**config.mk**
```make
export PLATFORM = sky130hd
export DESIGN_NAME = gem_link_align_flat
export DESIGN_NICKNAME = d
export VERILOG_FILES = /design/src/rtl/gem_link_align_if.sv /design/src/rtl/gem_link_align.sv /design/src/flat_wrapper.sv
export SDC_FILE = /design/constraint.sdc
export NUM_CORES = 1
export LEC_CHECK = 0
export ABC_AREA = 0
export CAP_MARGIN = 20
export CORE_MARGIN = 2
export CORE_UTILIZATION = 47
export CTS_CLUSTER_SIZE = 20
export DETAILED_ROUTE_END_ITERATION = 7
export GPL_ROUTABILITY_DRIVEN = 0
export PLACE_DENSITY = 0.75
export SLEW_MARGIN = 25
export SYNTH_ARGS = -nofsm -noshare
export SYNTH_HDL_FRONTEND = slang
export SYNTH_SLANG_ARGS = --single-unit
```
**constraint.sdc**
```tcl
create_clock -name clock -period 2.65 [get_ports clock]
set_clock_uncertainty 0.15 [all_clocks]
set_input_delay 0.53 -clock clock [delete_from_list [all_inputs] [get_ports clock]]
set_output_delay 0.53 -clock clock [all_outputs]
set_load 0.02 [all_outputs]
```
**src/rtl/gem_link_align_if.sv**
```systemverilog
// Link bundle for gem_link_align: decoded rx word toward the aligner,
// frame payload and lock/health status back out.
interface gem_link_align_if #(
    parameter int FRAME_LEN = 4
);
    logic [7:0]                 rx_data;
    logic                       rx_charisk;
    logic                       rx_err;
    logic [7:0]                 kchar;
    logic                       kchar_valid;
    logic                       locked;
    logic                       lost_lock;
    logic [7:0]                 lock_loss_cnt;
    logic [8*(FRAME_LEN-1)-1:0] frame_data;
    logic                       frame_valid;

    modport master (
        output rx_data, rx_charisk, rx_err,
        input  kchar, kchar_valid, locked, lost_lock, lock_loss_cnt,
               frame_data, frame_valid
    );

    modport slave (
        input  rx_data, rx_charisk, rx_err,
        output kchar, kchar_valid, locked, lost_lock, lock_loss_cnt,
               frame_data, frame_valid
    );
endinterface

```
**src/rtl/gem_link_align.sv**
```systemverilog
// Per-fiber GEM frame aligner: finds the slot-0 K-character marker, locks with
// hysteresis and emits the frame K-character and payload. Optional macro
// GEM_KCHAR_WHITELIST_EN restricts accepted markers to BC/F7/FB/FD.
module gem_link_align #(
    parameter int FRAME_LEN     = 4,
    parameter int LOCK_FRAMES   = 8,
    parameter int UNLOCK_FRAMES = 4
) (
    input  logic           clock,
    input  logic           reset,
    gem_link_align_if.slave lnk
);
    localparam int PW = 8 * (FRAME_LEN - 1);
    localparam int WW = $clog2(FRAME_LEN);
    localparam int GW = $clog2(LOCK_FRAMES + 1);
    localparam int BW = $clog2(UNLOCK_FRAMES + 1);
    localparam logic [WW-1:0] LAST_SLOT = WW'(FRAME_LEN - 1);
    localparam logic [GW-1:0] GOOD_M1   = GW'(LOCK_FRAMES - 1);
    localparam logic [BW-1:0] BAD_M1    = BW'(UNLOCK_FRAMES - 1);

    typedef enum logic [1:0] {SEARCH, VERIFY, LOCKED} state_t;

    state_t        state_q, state_d;
    logic [WW-1:0] wcnt_q, wcnt_d, wcnt_nxt;
    logic [GW-1:0] good_cnt_q, good_cnt_d;
    logic [BW-1:0] bad_cnt_q, bad_cnt_d;
    logic [7:0]    kcap_q, kcap_d;
    logic          fbad_q, fbad_d;
    logic [PW-1:0] payload_q, payload_d;
    logic [7:0]    kchar_q, kchar_d;
    logic          locked_q, locked_d;
    logic          lost_lock_q, lost_lock_d;
    logic [7:0]    loss_cnt_q, loss_cnt_d;
    logic [PW-1:0] frame_data_q, frame_data_d;
    logic          frame_valid_q, frame_valid_d;
    logic          is_comma;

    always_comb begin
`ifdef GEM_KCHAR_WHITELIST_EN
        is_comma = lnk.rx_charisk && !lnk.rx_err &&
                   (lnk.rx_data inside {8'hBC, 8'hF7, 8'hFB, 8'hFD});
`else
        is_comma = lnk.rx_charisk && !lnk.rx_err;
`endif
    end

    assign wcnt_nxt = (wcnt_q == LAST_SLOT) ? '0 : wcnt_q + WW'(1);

    always_comb begin
        state_d       = state_q;
        wcnt_d        = wcnt_q;
        good_cnt_d    = good_cnt_q;
        bad_cnt_d     = bad_cnt_q;
        kcap_d        = kcap_q;
        fbad_d        = fbad_q;
        payload_d     = payload_q;
        kchar_d       = kchar_q;
        lost_lock_d   = lost_lock_q;
        loss_cnt_d    = loss_cnt_q;
        frame_data_d  = frame_data_q;
        frame_valid_d = 1'b0;

        // Frame capture runs every slot; only LOCKED consumes it at the last slot.
        if (wcnt_q == '0) begin
            kcap_d = lnk.rx_data;
            fbad_d = !is_comma;
        end else begin
            fbad_d = fbad_q || lnk.rx_err || lnk.rx_charisk;
        end
        for (int i = 1; i < FRAME_LEN; i++) begin
            if (wcnt_q == WW'(i)) payload_d[8*(i-1) +: 8] = lnk.rx_data;
        end

        case (state_q)
            SEARCH: begin
                wcnt_d = '0;
                if (is_comma) begin
                    wcnt_d     = WW'(1);
                    good_cnt_d = GW'(1);
                    state_d    = (LOCK_FRAMES == 1) ? LOCKED : VERIFY;
                end
            end
            VERIFY: begin
                wcnt_d = wcnt_nxt;
                if (wcnt_q == '0) begin
                    if (is_comma) begin
                        good_cnt_d = good_cnt_q + GW'(1);
                        if (good_cnt_q == GOOD_M1) state_d = LOCKED;
                    end else begin
                        state_d    = SEARCH;
                        wcnt_d     = '0;
                        good_cnt_d = '0;
                    end
                end else if (lnk.rx_charisk) begin
                    state_d    = SEARCH;
                    wcnt_d     = '0;
                    good_cnt_d = '0;
                end
            end
            LOCKED: begin
                wcnt_d = wcnt_nxt;
                if (wcnt_q == LAST_SLOT) begin
                    if (!fbad_d) begin
                        bad_cnt_d     = '0;
                        kchar_d       = kcap_q;
                        frame_data_d  = payload_d;
                        frame_valid_d = 1'b1;
                    end else if (bad_cnt_q == BAD_M1) begin
                        state_d     = SEARCH;
                        wcnt_d      = '0;
                        good_cnt_d  = '0;
                        bad_cnt_d   = '0;
                        kchar_d     = 8'h00;
                        lost_lock_d = 1'b1;
                        if (loss_cnt_q != 8'hFF) loss_cnt_d = loss_cnt_q + 8'd1;
                    end else begin
                        bad_cnt_d = bad_cnt_q + BW'(1);
                    end
                end
            end
            default: state_d = SEARCH;
        endcase

        locked_d = (state_d == LOCKED);
    end

    always_ff @(posedge clock) begin
        if (reset) begin
            state_q       <= SEARCH;
            wcnt_q        <= '0;
            good_cnt_q    <= '0;
            bad_cnt_q     <= '0;
            kcap_q        <= '0;
            fbad_q        <= 1'b0;
            payload_q     <= '0;
            kchar_q       <= 8'h00;
            locked_q      <= 1'b0;
            lost_lock_q   <= 1'b0;
            loss_cnt_q    <= 8'h00;
            frame_data_q  <= '0;
            frame_valid_q <= 1'b0;
        end else begin
            state_q       <= state_d;
            wcnt_q        <= wcnt_d;
            good_cnt_q    <= good_cnt_d;
            bad_cnt_q     <= bad_cnt_d;
            kcap_q        <= kcap_d;
            fbad_q        <= fbad_d;
            payload_q     <= payload_d;
            kchar_q       <= kchar_d;
            locked_q      <= locked_d;
            lost_lock_q   <= lost_lock_d;
            loss_cnt_q    <= loss_cnt_d;
            frame_data_q  <= frame_data_d;
            frame_valid_q <= frame_valid_d;
        end
    end

    assign lnk.kchar         = kchar_q;
    assign lnk.kchar_valid   = locked_q;
    assign lnk.locked        = locked_q;
    assign lnk.lost_lock     = lost_lock_q;
    assign lnk.lock_loss_cnt = loss_cnt_q;
    assign lnk.frame_data    = frame_data_q;
    assign lnk.frame_valid   = frame_valid_q;
endmodule

```
**src/flat_wrapper.sv**
```systemverilog
// flat-port wrapper written by rule: the top's interface ports become plain ports
module gem_link_align_flat 
#(
    parameter int FRAME_LEN     = 4,
    parameter int LOCK_FRAMES   = 8,
    parameter int UNLOCK_FRAMES = 4
)
  (clock, reset, lnk_rx_data, lnk_rx_charisk, lnk_rx_err, lnk_kchar, lnk_kchar_valid, lnk_locked, lnk_lost_lock, lnk_lock_loss_cnt, lnk_frame_data, lnk_frame_valid);
  gem_link_align_if #(.FRAME_LEN(FRAME_LEN)) lnk_i ();
  input  logic clock;
  input  logic reset;
  input wire logic [$bits(lnk_i.rx_data)-1:0] lnk_rx_data;
  input wire logic [$bits(lnk_i.rx_charisk)-1:0] lnk_rx_charisk;
  input wire logic [$bits(lnk_i.rx_err)-1:0] lnk_rx_err;
  output wire logic [$bits(lnk_i.kchar)-1:0] lnk_kchar;
  output wire logic [$bits(lnk_i.kchar_valid)-1:0] lnk_kchar_valid;
  output wire logic [$bits(lnk_i.locked)-1:0] lnk_locked;
  output wire logic [$bits(lnk_i.lost_lock)-1:0] lnk_lost_lock;
  output wire logic [$bits(lnk_i.lock_loss_cnt)-1:0] lnk_lock_loss_cnt;
  output wire logic [$bits(lnk_i.frame_data)-1:0] lnk_frame_data;
  output wire logic [$bits(lnk_i.frame_valid)-1:0] lnk_frame_valid;
  assign lnk_i.rx_data = lnk_rx_data;
  assign lnk_i.rx_charisk = lnk_rx_charisk;
  assign lnk_i.rx_err = lnk_rx_err;
  assign lnk_kchar = lnk_i.kchar;
  assign lnk_kchar_valid = lnk_i.kchar_valid;
  assign lnk_locked = lnk_i.locked;
  assign lnk_lost_lock = lnk_i.lost_lock;
  assign lnk_lock_loss_cnt = lnk_i.lock_loss_cnt;
  assign lnk_frame_data = lnk_i.frame_data;
  assign lnk_frame_valid = lnk_i.frame_valid;
  gem_link_align #(.FRAME_LEN(FRAME_LEN), .LOCK_FRAMES(LOCK_FRAMES), .UNLOCK_FRAMES(UNLOCK_FRAMES)) u_core (.clock(clock), .reset(reset), .lnk(lnk_i));
endmodule
```
# Word-level counts from Yosys, hierarchy flattened
# Index checks and enable logic that the tools add are counted.
# W data, S select, Z words.
[word_totals]
register_bits = 87
input_bits = 12
[classes]
addsub = 4
eq_ne = 15
muxes = 35
bitwise_logic = 3
n_reduce_logical = 15
[ops]
columns = ["op", "n"]
rows = [
  ["$mux W8", 5],
  ["$mux W2", 15],
  ["$mux W4", 7],
  ["$pmux W2 S3", 2],
  ["$pmux W4 S3", 1],
  ["$add A8 B1 Y8 const B", 1],
  ["$eq A2 B2 Y1 const B", 4],
  ["$ne A2 B1 Y1 const B", 4],
  ["$ne A8 B8 Y1 const B", 1],
  ["$mux W3", 2],
  ["$reduce_and A3 Y1", 2],
  ["$reduce_and A6 Y1", 1],
  ["$reduce_and A5 Y1", 1],
  ["$add A4 B1 Y4 const B", 1],
  ["$eq A2 B1 Y1 const B", 2],
  ["$eq A4 B3 Y1 const B", 1],
  ["$logic_not A2 Y1", 2],
  ["$reduce_and A4 Y1", 1],
  ["$add A3 B1 Y3 const B", 1],
  ["$eq A3 B2 Y1 const B", 1],
  ["$mux W1", 3],
  ["$ne A3 B2 Y1 const B", 1],
  ["$not A1 Y1", 3],
  ["$reduce_bool A3 Y1", 1],
  ["7 further kinds", 9],
]

# Logic depth before layout (Yosys ltp)
# Gate-level depths: netlist of run 1.
[logic_depth]
depth_word = 8
depth_mapped = 10
mapped_depth_nobuf = 6

# Least setup slack after synthesis of run 1
# Ideal clock, no wire load.
[synth_timing]
path_kind = "register to register"
start = "reg u_core.wcnt_q[0]"
end = "reg u_core.loss_cnt_q[5], in the netlist u_core.lnk.lock_loss_cnt[5]"
setup_ns = 0.121
arrival_ns = 2.289
required_time_ns = 2.379
path_slack_ns = 0.091
path_stages_with_launch = 10
cell_sequence = "dfxtp_1 -> inv_1 -> ha_1 -> clkbuf_1 -> and3b_1 -> clkbuf_1 -> or4_1 -> buf_2 -> nor4_1 -> mux2_2"
[synth_via]
elab_chain_len = 3
word_cells_on_any_way = 4
classes_between = "eq/ne: 1; mux: 1; reduce/logical: 2"
[synth_lines]
columns = ["item", "line_no", "rtl"]
rows = [
  ["start: declaration", "gem_link_align.sv:24", "logic [WW-1:0] wcnt_q, wcnt_d, wcnt_nxt;"],
  ["start signal: assignment", "gem_link_align.sv:144", "wcnt_q <= wcnt_d;"],
  ["$logic_not A2 Y1", "gem_link_align.sv:64", "if (wcnt_q == '0) begin"],
  ["$mux W1", "gem_link_align.sv:64", ""],
  ["$reduce_and A5 Y1 (no source line) *", "-", ""],
  ["end signal: assignment", "gem_link_align.sv:153", "loss_cnt_q <= loss_cnt_d;"],
  ["end: declaration", "gem_link_align.sv:33", "logic [7:0] loss_cnt_q, loss_cnt_d;"],
]
# Mark *: on every way between the ends. The rest lies on a longest branch, timed or not.
# A chain may end at the register's enable or synchronous reset.

# Worst setup path in the final report of run 1
[layout_timing]
start = "in lnk_rx_err"
end = "reg u_core.loss_cnt_q[7], in the netlist u_core.lnk.lock_loss_cnt[7]"
[layout_via]
elab_chain_len = 5
word_cells_on_any_way = 7
classes_between = "mux: 1; reduce/logical: 6"
[layout_lines]
columns = ["item", "line_no", "rtl"]
rows = [
  ["start: declaration", "flat_wrapper.sv:14", "input wire logic [$bits(lnk_i.rx_err)-1:0] lnk_rx_err;"],
  ["$logic_not A1 Y1", "gem_link_align.sv:43", "is_comma = lnk.rx_charisk && !lnk.rx_err;"],
  ["$logic_and A1 B1 Y1", "gem_link_align.sv:43", ""],
  ["$logic_not A1 Y1", "gem_link_align.sv:66", "fbad_d = !is_comma;"],
  ["$mux W1 *", "gem_link_align.sv:64", ""],
  ["$reduce_and A5 Y1 (no source line) *", "-", ""],
]
# Marked as above.

==> impl_metrics.yaml, run 1 <==
run_status:
  status: "finished clean"
route:
  wl_met3_um: 330
  wl_met1_um: 3410
  routed_wl_um: 7390
  highest_layer: "met4"
  drt.antenna.violating_nets: 0
  routedWlPerCell_um: 15.1
  via_count: 2691
  drc: 0
  vias_per_cell: 5.50
  wl_met2_um: 3520
  first_pass_iters: 4
  drtIter0Drc: 132
global_routing:
  grt-ovfl-total: 0
  grt_pass1_wl_um: 12100
  grt_util_all_layers_pct: 20.4
  grt_max_degree: 41
  grt_pass1_vias: 2569
  grt_antenna_before_repair: 0
worst_setup_path:
  worst-setup-path-type: "in -> reg"
  cp-end-kind: "register"
  worstPathMaxFanout: 14
  critPathLaunchType: "primary input"
  arrival_ns: 2.63
  critical_path_required_ns: 2.73
  reg2reg_depth: 7
synth:
  syn_nets: 369
  netlist_area_sq_um: 3200
  synth.area.top_cells: "dfxtp_1 49%, mux2i_1 7.5%, nor2_1 5.9%"
  synth_area_leader_cell: "dfxtp_1"
  synth_edf_count: 0
  seq_area_frac_synth_pct: 49.4
  ys.flop_type: "dfxtp_1"
  async_flop_share_pct: 0
  ys_ff_latch: 79
  netlist_instances: 346
  syn_area_per_cell_sq_um: 9.26
  ys_warn_count: 0
  synth_top_area_share_pct: 49.4
  ys_types: 47
layout:
  final_util_pct: 62.4
  nNetsFinal: 427
  area_delta_synth_final_pct: 30.0
  fillerInstances: 600
  multi_input_area_sq_um: 1500
  register_area_sq_um: 1580
  diodes: 0
  drive_above_1_share_pct: 9.05
cts:
  cts_max_level: 3
  clk_latency_ns: 0.36
  clk_pin_slew_ns: 0.08
  cts_tree: "yes"
  clock_tree.root_cell: "clkbuf_8"
  numCtsBuffers: 9
  ctsHoldBuffers: 0
  clock-sinks: 79
  cts_max_path_buffers: 2
floorplanning:
  core_area_sq_um: 6680
  die_h_um: 86.6
  pin_count: 56
  fp.dieArea_sq_um: 7490
  start_util_pct: 48.0
  num_rows: 30
  die_width_um: 86.6
sta:
  drv_slew: 0
  final.min_clock_period_ns: 2.56
  report.final.setup_viol: 0
  fin_crit_sh_pct: 96.4
  hold_viol: 0
  tightest_slew_ns: 0.743
  max_slew_margin_pct: 50.5
  max_freq_mhz: 391
  rsz0062_at_grt: "false"
place:
  dp_hpwl_um: 4900
  port_buffers: 55
power:
  finalPower_mw: 2.46
  p_leak_nw: 1.51
  p_per_area_nw_per_um2: 590
  ir_drop_uv: 438
worst_hold_path:
  whs_path_depth: 2
  hold_path_class: "reg -> reg"
job:
  maxCapViolCount: 0
==> cell families after synthesis <==
logic type | synth area share [%]
compound gates | 16.6
fa+ha+maj | 4.30
mux | 7.85
simple gates | 17.5
flops | 49.4
buf+inv | 4.33
==> critical path, cell delays in order <==
cell	delay, ns
clkdlybuf4s50_1	0.54
and3b_1	0.21
or4_1	0.51
buf_4	0.19
o41ai_1	0.52
a21oi_1	0.13
==> path summary, 6_finish.rpt <==
check | from | to | slack, ns
hold reg to reg | u_core.lnk.lost_lock$_SDFFE_PP0P_ | u_core.lnk.lost_lock$_SDFFE_PP0P_ | 0.31
hold / removal | u_core.lnk.lost_lock$_SDFFE_PP0P_ | u_core.lnk.lost_lock$_SDFFE_PP0P_ | 0.31
setup reg to reg | u_core.wcnt_q[0]$_SDFFE_PP0N_ | u_core.lnk.lock_loss_cnt[7]$_SDFFE_PP0P_ | 0.11
setup / recovery | lnk_rx_err | u_core.lnk.lock_loss_cnt[7]$_SDFFE_PP0P_ | 0.09
==> cell type report <==
cell class / count / share of cell area, %
inverter: 11 / 0.991
tap: 80 / 2.40
clock buffer: 10 / 3.30
timing repair buffer: 71 / 16.7
multi-input combinational: 232 / 35.9
sequential: 79 / 38.0
clock inverter: 6 / 2.76
==> layer usage <==
metal	vias to the layer above	GRT usage [%]
met3	12	4.95
met4	0	8.52
li1	1350	-
met5	-	0
met1	1272	26.6
met2	57	32.2
==> synth_stat cells (all sizes together), types with 2 or more instances <==
cell type,count
a211oi,19
a21oi,25
a22o,8
a31oi,2
and2,2
and3,2
buf,9
clkbuf,15
dfxtp,79
ha,11
inv,11
mux2i,24
nand2,24
nand2b,3
nand3,6
nand3b,3
nand4,4
nor2,50
nor2b,2
nor3,3
nor3b,2
nor4,2
o21ai,7
o311ai,2
o31ai,4
o41ai,3
or3,3
or3b,2
or4,5
==> cells in the final DEF (no fill, tap or decap), types with 2 or more instances in the layout <==
master and instances:
or4_1 5, clkbuf_8 10, clkdlybuf4s50_1 54, o311ai_0 2, nor3b_1 2, nor4_1 2, nand3b_1 3, inv_1 11
nand2_1 24, and2_1 2, a211oi_1 19, nand4_1 4, dfxtp_1 79, buf_4 14, inv_6 2, or3_1 3
o31ai_1 4, nor3_1 3, a31oi_1 2, nor2b_1 2, a22o_1 8, bufinv_16 3, o41ai_1 3, a21oi_1 24
and3_1 2, nand2b_1 3, nand3_1 6, ha_1 11, mux2i_1 24, o21ai_0 6, nor2_1 50
==> registers in the layout, indices dropped and copies added (netlist names), 2 cells and up <==
| name | count |
|---|---|
| u_core.kcap_q | 8 |
| u_core.lnk.lock_loss_cnt | 8 |
| u_core.lnk.kchar | 8 |
| u_core.good_cnt_q | 4 |
| u_core.wcnt_q | 2 |
| u_core.bad_cnt_q | 3 |
| u_core.lnk.frame_data | 24 |
| u_core.payload_q | 16 |
| u_core.state_q | 2 |
==> report_power, final <==
part	leakage, nW	internal (mW)	switching [mW]	total, mW
sequential	0.640	1.20	0.00951	1.21
combinational	0.743	0.0512	0.0714	0.123
clock	0.124	0.658	0.464	1.12
==> metrics by stage <==
step	hold WS (ns)	setup TNS (ns)	cells	instance area [sq um]	worst slack (ns)
6_report	0.310	0	489	4170	0.0941
5_1_grt	0.327	0	489	4170	0.000405
4_1_cts	0.310	0	488	4130	0.0905
3_5_place_dp	0.295	-1.39	472	3880	-0.263
3_3_place_gp	0.295	-0.984	472	3880	-0.239
2_1_floorplan	0.277	0	346	3200	0.0905
==> timing repair <==
item / in CTS / in global routing
endpoints found under the setup margin: 0 / 1
gates resized for setup: 0 / 1
endpoints found under the hold margin: 0 / 0
buffers inserted: 0 / 0
(Power assumes the default switching activity.)
==> inputs of run 2 (changes only) <==
- CORE_UTILIZATION: 47 -> 40
- HOLD_SLACK_MARGIN: not set -> 0.03
- PLACE_DENSITY: 0.75 -> 0.66
==> run 2 against run 1 <==
Non-clock buffer count rose by 1. Hold slack got worse by 0.0057 ns. Via count barely moved. Register-to-register slack improved by 0.02 ns. Clock power fell by 28%. Final cell count rose by 4.7%. Routed wire length rose by 1.2%. Fmax rose by 1.1%. Global-route usage fell by 2.3 points. Critical path type unchanged. Critical endpoint is now u_core.lnk.lock_loss_cnt[5]$_SDFFE_PP0P_. Largest cell class unchanged. Largest power group unchanged.
==> impl_metrics.yaml, run 2 (synthesis results as in run 1) <==
layout:
  area_delta_synth_final_pct: 27.9
  drive_above_1_share_pct: 8.78
  final_util_pct: 53.0
  diodes: 0
  mostFrequentLayoutCells: "79 x dfxtp_1, 54 x clkdlybuf4s50_1, 50 x nor2_1"
  multi_input_area_sq_um: 1490
  nNetsFinal: 428
  register_area_sq_um: 1580
  fillerInstances: 705
  stdcell_count: 512
  largest_reg_flops: 24
  layout_commonest_cell: "dfxtp_1"
sta:
  fin_crit_sh_pct: 95.4
  final.min_clock_period_ns: 2.53
  drv_slew: 0
  max_freq_mhz: 396
  rsz0062_at_grt: "false"
  max_slew_margin_pct: 60.4
  report.final.setup_viol: 0
  tightest_slew_ns: 0.594
  finalSetupTns_ns: 0
  hold_viol: 0
global_routing:
  grt_pass1_wl_um: 12300
  grt_pass1_vias: 2696
  grt-ovfl-total: 0
  grt_util_all_layers_pct: 18.0
  grt_antenna_before_repair: 0
  grt_max_degree: 41
worst_setup_path:
  critPathLaunchType: "primary input"
  crit_path_top_delay_cell: "clkdlybuf4s50_1"
  crit_buf_inv: 2
  path_cells: "clkdlybuf4s50_1 -> and3b_1 -> or4_1 -> buf_4 -> nor4_1 -> mux2_2"
  slowest_delay_ns: 0.54
  worstPathMaxFanout: 10
  cp-end-kind: "register"
  worst-setup-path-type: "in -> reg"
  critical_path_required_ns: 2.74
  arrival_ns: 2.61
  critPathTopFamily: "simple AND/OR/NAND/NOR gates"
place:
  port_buffers: 55
  dp_hpwl_um: 5180
  placed_cells: 496
cts:
  clk_pin_slew_ns: 0.07
  cts_tree: "yes"
  ctsHoldBuffers: 0
  numCtsBuffers: 9
  cts_max_level: 3
  cts_resized: 0
  clock_tree.root_cell: "clkbuf_8"
  clock-sinks: 79
  cts_setup_buffers: 0
  cts_max_path_buffers: 2
  clk_latency_ns: 0.34
power:
  switching_power_uw: 515
  power.internal_mw: 1.62
  ir_drop_uv: 355
  p_clk_share_pct: 37.4
  swShare_pct: 24.1
  power.share.sequential_pct: 56.7
  p_per_area_nw_per_um2: 522
  p_comb_share_pct: 5.9
  p_leak_nw: 1.47
floorplanning:
  num_rows: 32
  start_util_pct: 41.5
  die_h_um: 93.5
  die_width_um: 93.5
  core_area_sq_um: 7730
  fp.dieArea_sq_um: 8740
  pin_count: 56
route:
  vias_per_cell: 5.25
  drt.antenna.violating_nets: 0
  via_count: 2690
  drtIter0Drc: 94
  first_pass_iters: 4
  routedWlPerCell_um: 14.6
  drc: 0
  routed_wl_um: 7470
run_status:
  status: "finished clean"
job:
  maxCapViolCount: 0
worst_hold_path:
  hold_path_class: "reg -> reg"
[run 2: changes by cell type in the layout (fill, tap and decap cells not counted), sizes merged]
cell    previous run  this run
clkbuf            11        12
inv               13        12
buf               16        18
clkinv             0         2
bufinv             3         0
[run 2: area by class of cell]
class,count,area share [%]
sequential,79,38.6
multi-input combinational,232,36.3
timing repair buffer,72,16.7
clock buffer,12,3.54
tap,102,3.11
inverter,11,1.01
clock inverter,4,0.733
[run 2: layer usage]
layer / track usage [%] / vias up / part of all wire (%)
met3: 5.40 / 9 / 5.6
met2: 30.2 / 67 / 48
met1: 21.9 / 1270 / 45
met4: 6.13 / 0 / 1.0
met5: 0 / - / 0
li1: - / 1344 / -
[run 2: path summary, 6_finish.rpt]
path                                                        start                                        to  slack, ns  depth (start not counted)
worst min register to register  u_core.lnk.lost_lock$_SDFFE_PP0P_         u_core.lnk.lost_lock$_SDFFE_PP0P_       0.30                          2
worst max register to register      u_core.wcnt_q[0]$_SDFFE_PP0N_  u_core.lnk.lock_loss_cnt[5]$_SDFFE_PP0P_       0.13                          7
worst min-delay path            u_core.lnk.lost_lock$_SDFFE_PP0P_         u_core.lnk.lost_lock$_SDFFE_PP0P_       0.30                          2
worst max-delay path                                   lnk_rx_err  u_core.lnk.lock_loss_cnt[5]$_SDFFE_PP0P_       0.12                          6
[run 2: worst register-to-register path, cell delays in order, from the launching register on]
cell     delay, ns
dfxtp_1       0.38
inv_1         0.11
ha_1          0.24
and3b_1       0.20
or4_1         0.52
buf_4         0.19
nor4_1        0.27
mux2_2        0.36
[run 2: power groups by stage]
| stage | sequential [mW] | clock, mW | combinational, mW |
|---|---|---|---|
| floorplan | 1.24 | 0 | 0.0758 |
| global placement | 1.24 | 0 | 0.124 |
| detailed placement | 1.24 | 0 | 0.126 |
| CTS | 1.21 | 0.824 | 0.126 |
| global route | 1.21 | 0.883 | 0.139 |
| finish | 1.21 | 0.801 | 0.126 |
[run 2: stage by stage]
stage / hold slack [ns] / power (mW) / worst slack [ns] / cell area (sq um)
2_1_floorplan: 0.277 / 1.31 / 0.0905 / 3200
3_3_place_gp: 0.296 / 1.36 / -0.242 / 3920
3_5_place_dp: 0.299 / 1.37 / -0.308 / 3920
4_1_cts: 0.310 / 2.16 / 0.0589 / 4100
5_1_grt: 0.320 / 2.24 / 0.0120 / 4100
6_report: 0.304 / 2.14 / 0.122 / 4100
==> inputs of run 3 (changes only) <==
- CORE_UTILIZATION: 40 -> 47
- PLACE_DENSITY: 0.66 -> 0.75
==> results of run 3 <==
Final layout, timing and power as in run 1 (identical DEF).
==> variant 1, RTL diff (settings of run 3) <==
`FRAME_LEN` is set to 4 in 3 places; all go to 2.
--- a/src/rtl/gem_link_align_if.sv
+++ b/src/rtl/gem_link_align_if.sv
@@ -3,3 +3,3 @@
 interface gem_link_align_if #(
-    parameter int FRAME_LEN = 4
+    parameter int FRAME_LEN = 2
 );
--- a/src/rtl/gem_link_align.sv
+++ b/src/rtl/gem_link_align.sv
@@ -4,3 +4,3 @@
 module gem_link_align #(
-    parameter int FRAME_LEN     = 4,
+    parameter int FRAME_LEN     = 2,
     parameter int LOCK_FRAMES   = 8,
--- a/src/flat_wrapper.sv
+++ b/src/flat_wrapper.sv
@@ -3,3 +3,3 @@
 #(
-    parameter int FRAME_LEN     = 4,
+    parameter int FRAME_LEN     = 2,
     parameter int LOCK_FRAMES   = 8,
Ports: changed (resized lnk_frame_data); port bits go from 56 to 40. No check against the original RTL was run, so the function may have changed too.
==> variant 1 against run 3 <==
Area after synthesis is 26% lower. Setup slack better by 0.34 ns. Wire length is 36% lower. Total power is 44% lower. Synthesized cell count is 27% lower. Critical endpoint is now u_core.lnk.lock_loss_cnt[6]. Final area is 30% lower. Final cell count is 26% lower. Sequential cell count is 25 lower. Combinational power is 12% lower. Via count is 29% lower. Utilization is 1.6 points lower.
==> variant 1: results (changes against run 3) <==
- Status: complete, no violations (unchanged)
- Critical Path AT: 2.26 ns (was 2.63 ns)
- Largest fanout on the critical path: 15 (was 14)
- Fraction of power consumed by combinational cells: 7.8% (was 5.0%)
- Routed wire length: 4.76 mm (was 7.39 mm)
- Port Buf Inserts: 39 (was 55)
- Minimum setup slack among reg-to-reg paths: 0.44 ns (was 0.11 ns)
- Sequential-to-total area share from yosys stat: 45.9% (was 49.4%)
- Number of global-route vias before repair: 1717 (was 2569)
- Number of buffers inserted during clock tree synthesis: 5 (was 9)
- Distinct cell type count after synthesis: 46 (was 47)
- NumNets Final: 314 (was 427)
- Post-place instance area: 2830 sq um (was 3880 sq um)
- Commonest cells post-synth: dfxtp_1 (54), nor2_1 (23), a21oi_1 (21), mux2i_1 (17), or3_1 (16) (was dfxtp_1 (79), nor2_1 (50), a21oi_1 (25), mux2i_1 (24), nand2_1 (24))
- Fraction of final layout cells sized beyond drive strength 1: 7.46% (was 9.05%)
- Portion of netlist area occupied by mux cells: 8.17% (was 7.85%)
- Met3 routing resource usage after global routing: 4.82% (was 4.95%)
- Register-to-Register Path Depth: 4 (was 7)
- First-pass GRT wire length: 7.89 mm (was 12.1 mm)
- Met1 demand-to-capacity share in global routing: 25.3% (was 26.6%)
- Mean number of vias per cell: 5.30 (was 5.50)
- IR Drop Worst-Case VDD: 0.317 mV (was 0.438 mV)
- Detailed-routed wire length on met2: 2.11 mm (was 3.52 mm)
- H-tree depth: 2 (was 3)
- Slew Limit Headroom: 55.7% (was 50.5%)
- Fraction of the mapped netlist area in adder cells: 3.72% (was 4.30%)
- Fraction of the mapped netlist area in compound gates: 15.6% (was 16.6%)
- Clk network pwr share: 31.8% (was 45.7%)
- Met2 routing resource usage after global routing: 27.9% (was 32.2%)
- Global-route total usage across every layer: 18.1% (was 20.4%)
[variant 1: cell count changes after synthesis, moves of 8 or more]
cell              run 3  this run
dfxtp_1              79        54
nand2_1              24        11
or3_1                 3        16
nor2_1               50        23
a211oi_1             19         4
o2bb2ai_1             0         8
[variant 1: area by class of cell]
cell class	instances	area, sq um
sequential	54	1080
clock inverter	2	13.8
fill	428	1880
multi-input combinational	176	1170
tap	67	83.8
clock buffer	5	68.8
timing repair buffer	48	453
inverter	10	37.5
[variant 1: cell families (layout without fill, tap and decap cells)]
group,after synthesis,after routing
AO/OA/AOI/OAI,55,55
XOR/XNOR,1,1
adder cells (fa/ha/maj),7,7
buffers and inverters,24,65
flip-flops,54,54
multiplexers,19,19
AND/OR/NAND/NOR,94,94
[variant 1: worst max-delay path, cell delays in order (launching register included)]
cell and delay (ns):
dfxtp_1 0.43, ha_1 0.35, or3b_4 0.50, nor4_1 0.32
mux2_2 0.37
==> variant 2, RTL diff (flow settings as in run 3) <==
Made on the original files. Compare `good_cnt_q` against `GOOD_M1` with >= in place of ==.
--- a/src/rtl/gem_link_align.sv
+++ b/src/rtl/gem_link_align.sv
@@ -87,3 +87,3 @@
                         good_cnt_d = good_cnt_q + GW'(1);
-                        if (good_cnt_q == GOOD_M1) state_d = LOCKED;
+                        if (good_cnt_q >= GOOD_M1) state_d = LOCKED;
                     end else begin
Check against the original RTL: no difference found for any inputs over 10 cycles, from zero or initial values and one cycle with reset high; that may be too few to reach the edited logic, so the function may still have changed.
==> variant 2 against run 3 <==
Setup slack improved by 0.0029 ns. Utilization decreased by 1.7 points. Area after synthesis unchanged. Clock power shrank 20%. Sequential power barely moved. Total power is 9.2% lower. Final area is 2.7% lower. Sequential cell count unchanged. Wire length shrank 1.1%.
==> variant 2: results (changes against run 3) <==
- Leakage power: 1.45 nW (was 1.51 nW)
- Portion of netlist area occupied by mux cells: 8.16% (was 7.85%)
- Highest-delay cell along the critical path: or4_1 (was clkdlybuf4s50_1)
- Number of clock buffers in the layout: 11 (was 10)
- NumNets Final: 419 (was 427)
- Crit path largest cell delay: 0.67 ns (was 0.54 ns)
- Met1 demand-to-capacity share in global routing: 25.2% (was 26.6%)
- Number of global-route vias before repair: 2538 (was 2569)
- Multi-input combinational cell count: 227 (was 232)
- Fraction of the mapped netlist area in compound gates: 17.0% (was 16.6%)
- Fraction of final layout cells sized beyond drive strength 1: 8.23% (was 9.05%)
- Fraction of standard cell area in multi-input logic: 36.5% (was 35.9%)
- Largest cells by area after synthesis: dfxtp_1 (49%), mux2i_1 (7.8%), nor2_1 (5.9%) (was dfxtp_1 (49%), mux2i_1 (7.5%), nor2_1 (5.9%))
- CP top delay family: simple AND/OR/NAND/NOR gates (was buffers and inverters)
- Global-route total usage across every layer: 19.8% (was 20.4%)
- Final clock-cell share: 4.88% (was 6.07%)
- Met2 routing resource usage after global routing: 32.5% (was 32.2%)
- DP HPWL: 4.98 mm (was 4.90 mm)
- Mean number of vias per cell: 5.61 (was 5.50)
- Buffer count excluding the clock tree in the final layout: 68 (was 71)
- Slew Limit Headroom: 57.9% (was 50.5%)
- Detailed-routed wire length on met2: 3.48 mm (was 3.52 mm)
- Flip-flop and latch share of the layout cell area: 39.0% (was 38.0%)
- Sequential cell fraction of total power: 54.4% (was 49.3%)
- Internal cell power: 0.00171 W (was 0.00191 W)
- Insertion delay of the later-clocked pin in the worst-skew pair: 0.34 ns (was 0.36 ns)
- First-pass GRT wire length: 11.8 mm (was 12.1 mm)
- Status: complete, no violations (unchanged)
- Nets in the synthesized netlist: 366 (was 369)
- Commonest cells post-synth: dfxtp_1 (79), nor2_1 (50), mux2i_1 (25), a21oi_1 (23), nand2_1 (23) (was dfxtp_1 (79), nor2_1 (50), a21oi_1 (25), mux2i_1 (24), nand2_1 (24))
- Largest fanout on the critical path: 9 (was 14)
- Filler Cells Inserted: 561 (was 600)
- IR Drop Worst-Case VDD: 0.341 mV (was 0.438 mV)
- Instance count of the mapped netlist: 343 (was 346)
- Number of placed cells counting well taps: 465 (was 472)
- TritonRoute pass-1 iters: 5 (was 4)
- Capture point of the worst reg-to-reg path: u_core.lnk.lock_loss_cnt[2] (was u_core.lnk.lock_loss_cnt[7])
- Number of violations reported at the end of detailed-routing iteration 0: 114 (was 132)
variant 2: metrics by stage:
step                      cell area [sq um]  hold slack, ns  util, %
after floorplan                        3200           0.293        -
after global placement                 3860           0.287     57.7
after detailed placement               3860           0.285     57.7
after CTS                              4060           0.297     60.7
after global routing                   4060           0.323     60.7
final                                  4060           0.293     60.7
variant 2: worst max-delay path by stage:
stage / start / endpoint / slack, ns
global placement: lnk_rx_err / u_core.lnk.lock_loss_cnt[5] / -0.23
finish: u_core.wcnt_q[0] / u_core.lnk.lock_loss_cnt[2] / 0.1
floorplan: u_core.wcnt_q[0] / u_core.lnk.lock_loss_cnt[5] / 0.08
detailed placement: lnk_rx_err / u_core.lnk.lock_loss_cnt[2] / -0.25
global route: u_core.wcnt_q[1] / u_core.lnk.lock_loss_cnt[2] / 0.006
CTS: u_core.wcnt_q[0] / u_core.lnk.lock_loss_cnt[2] / 0.1
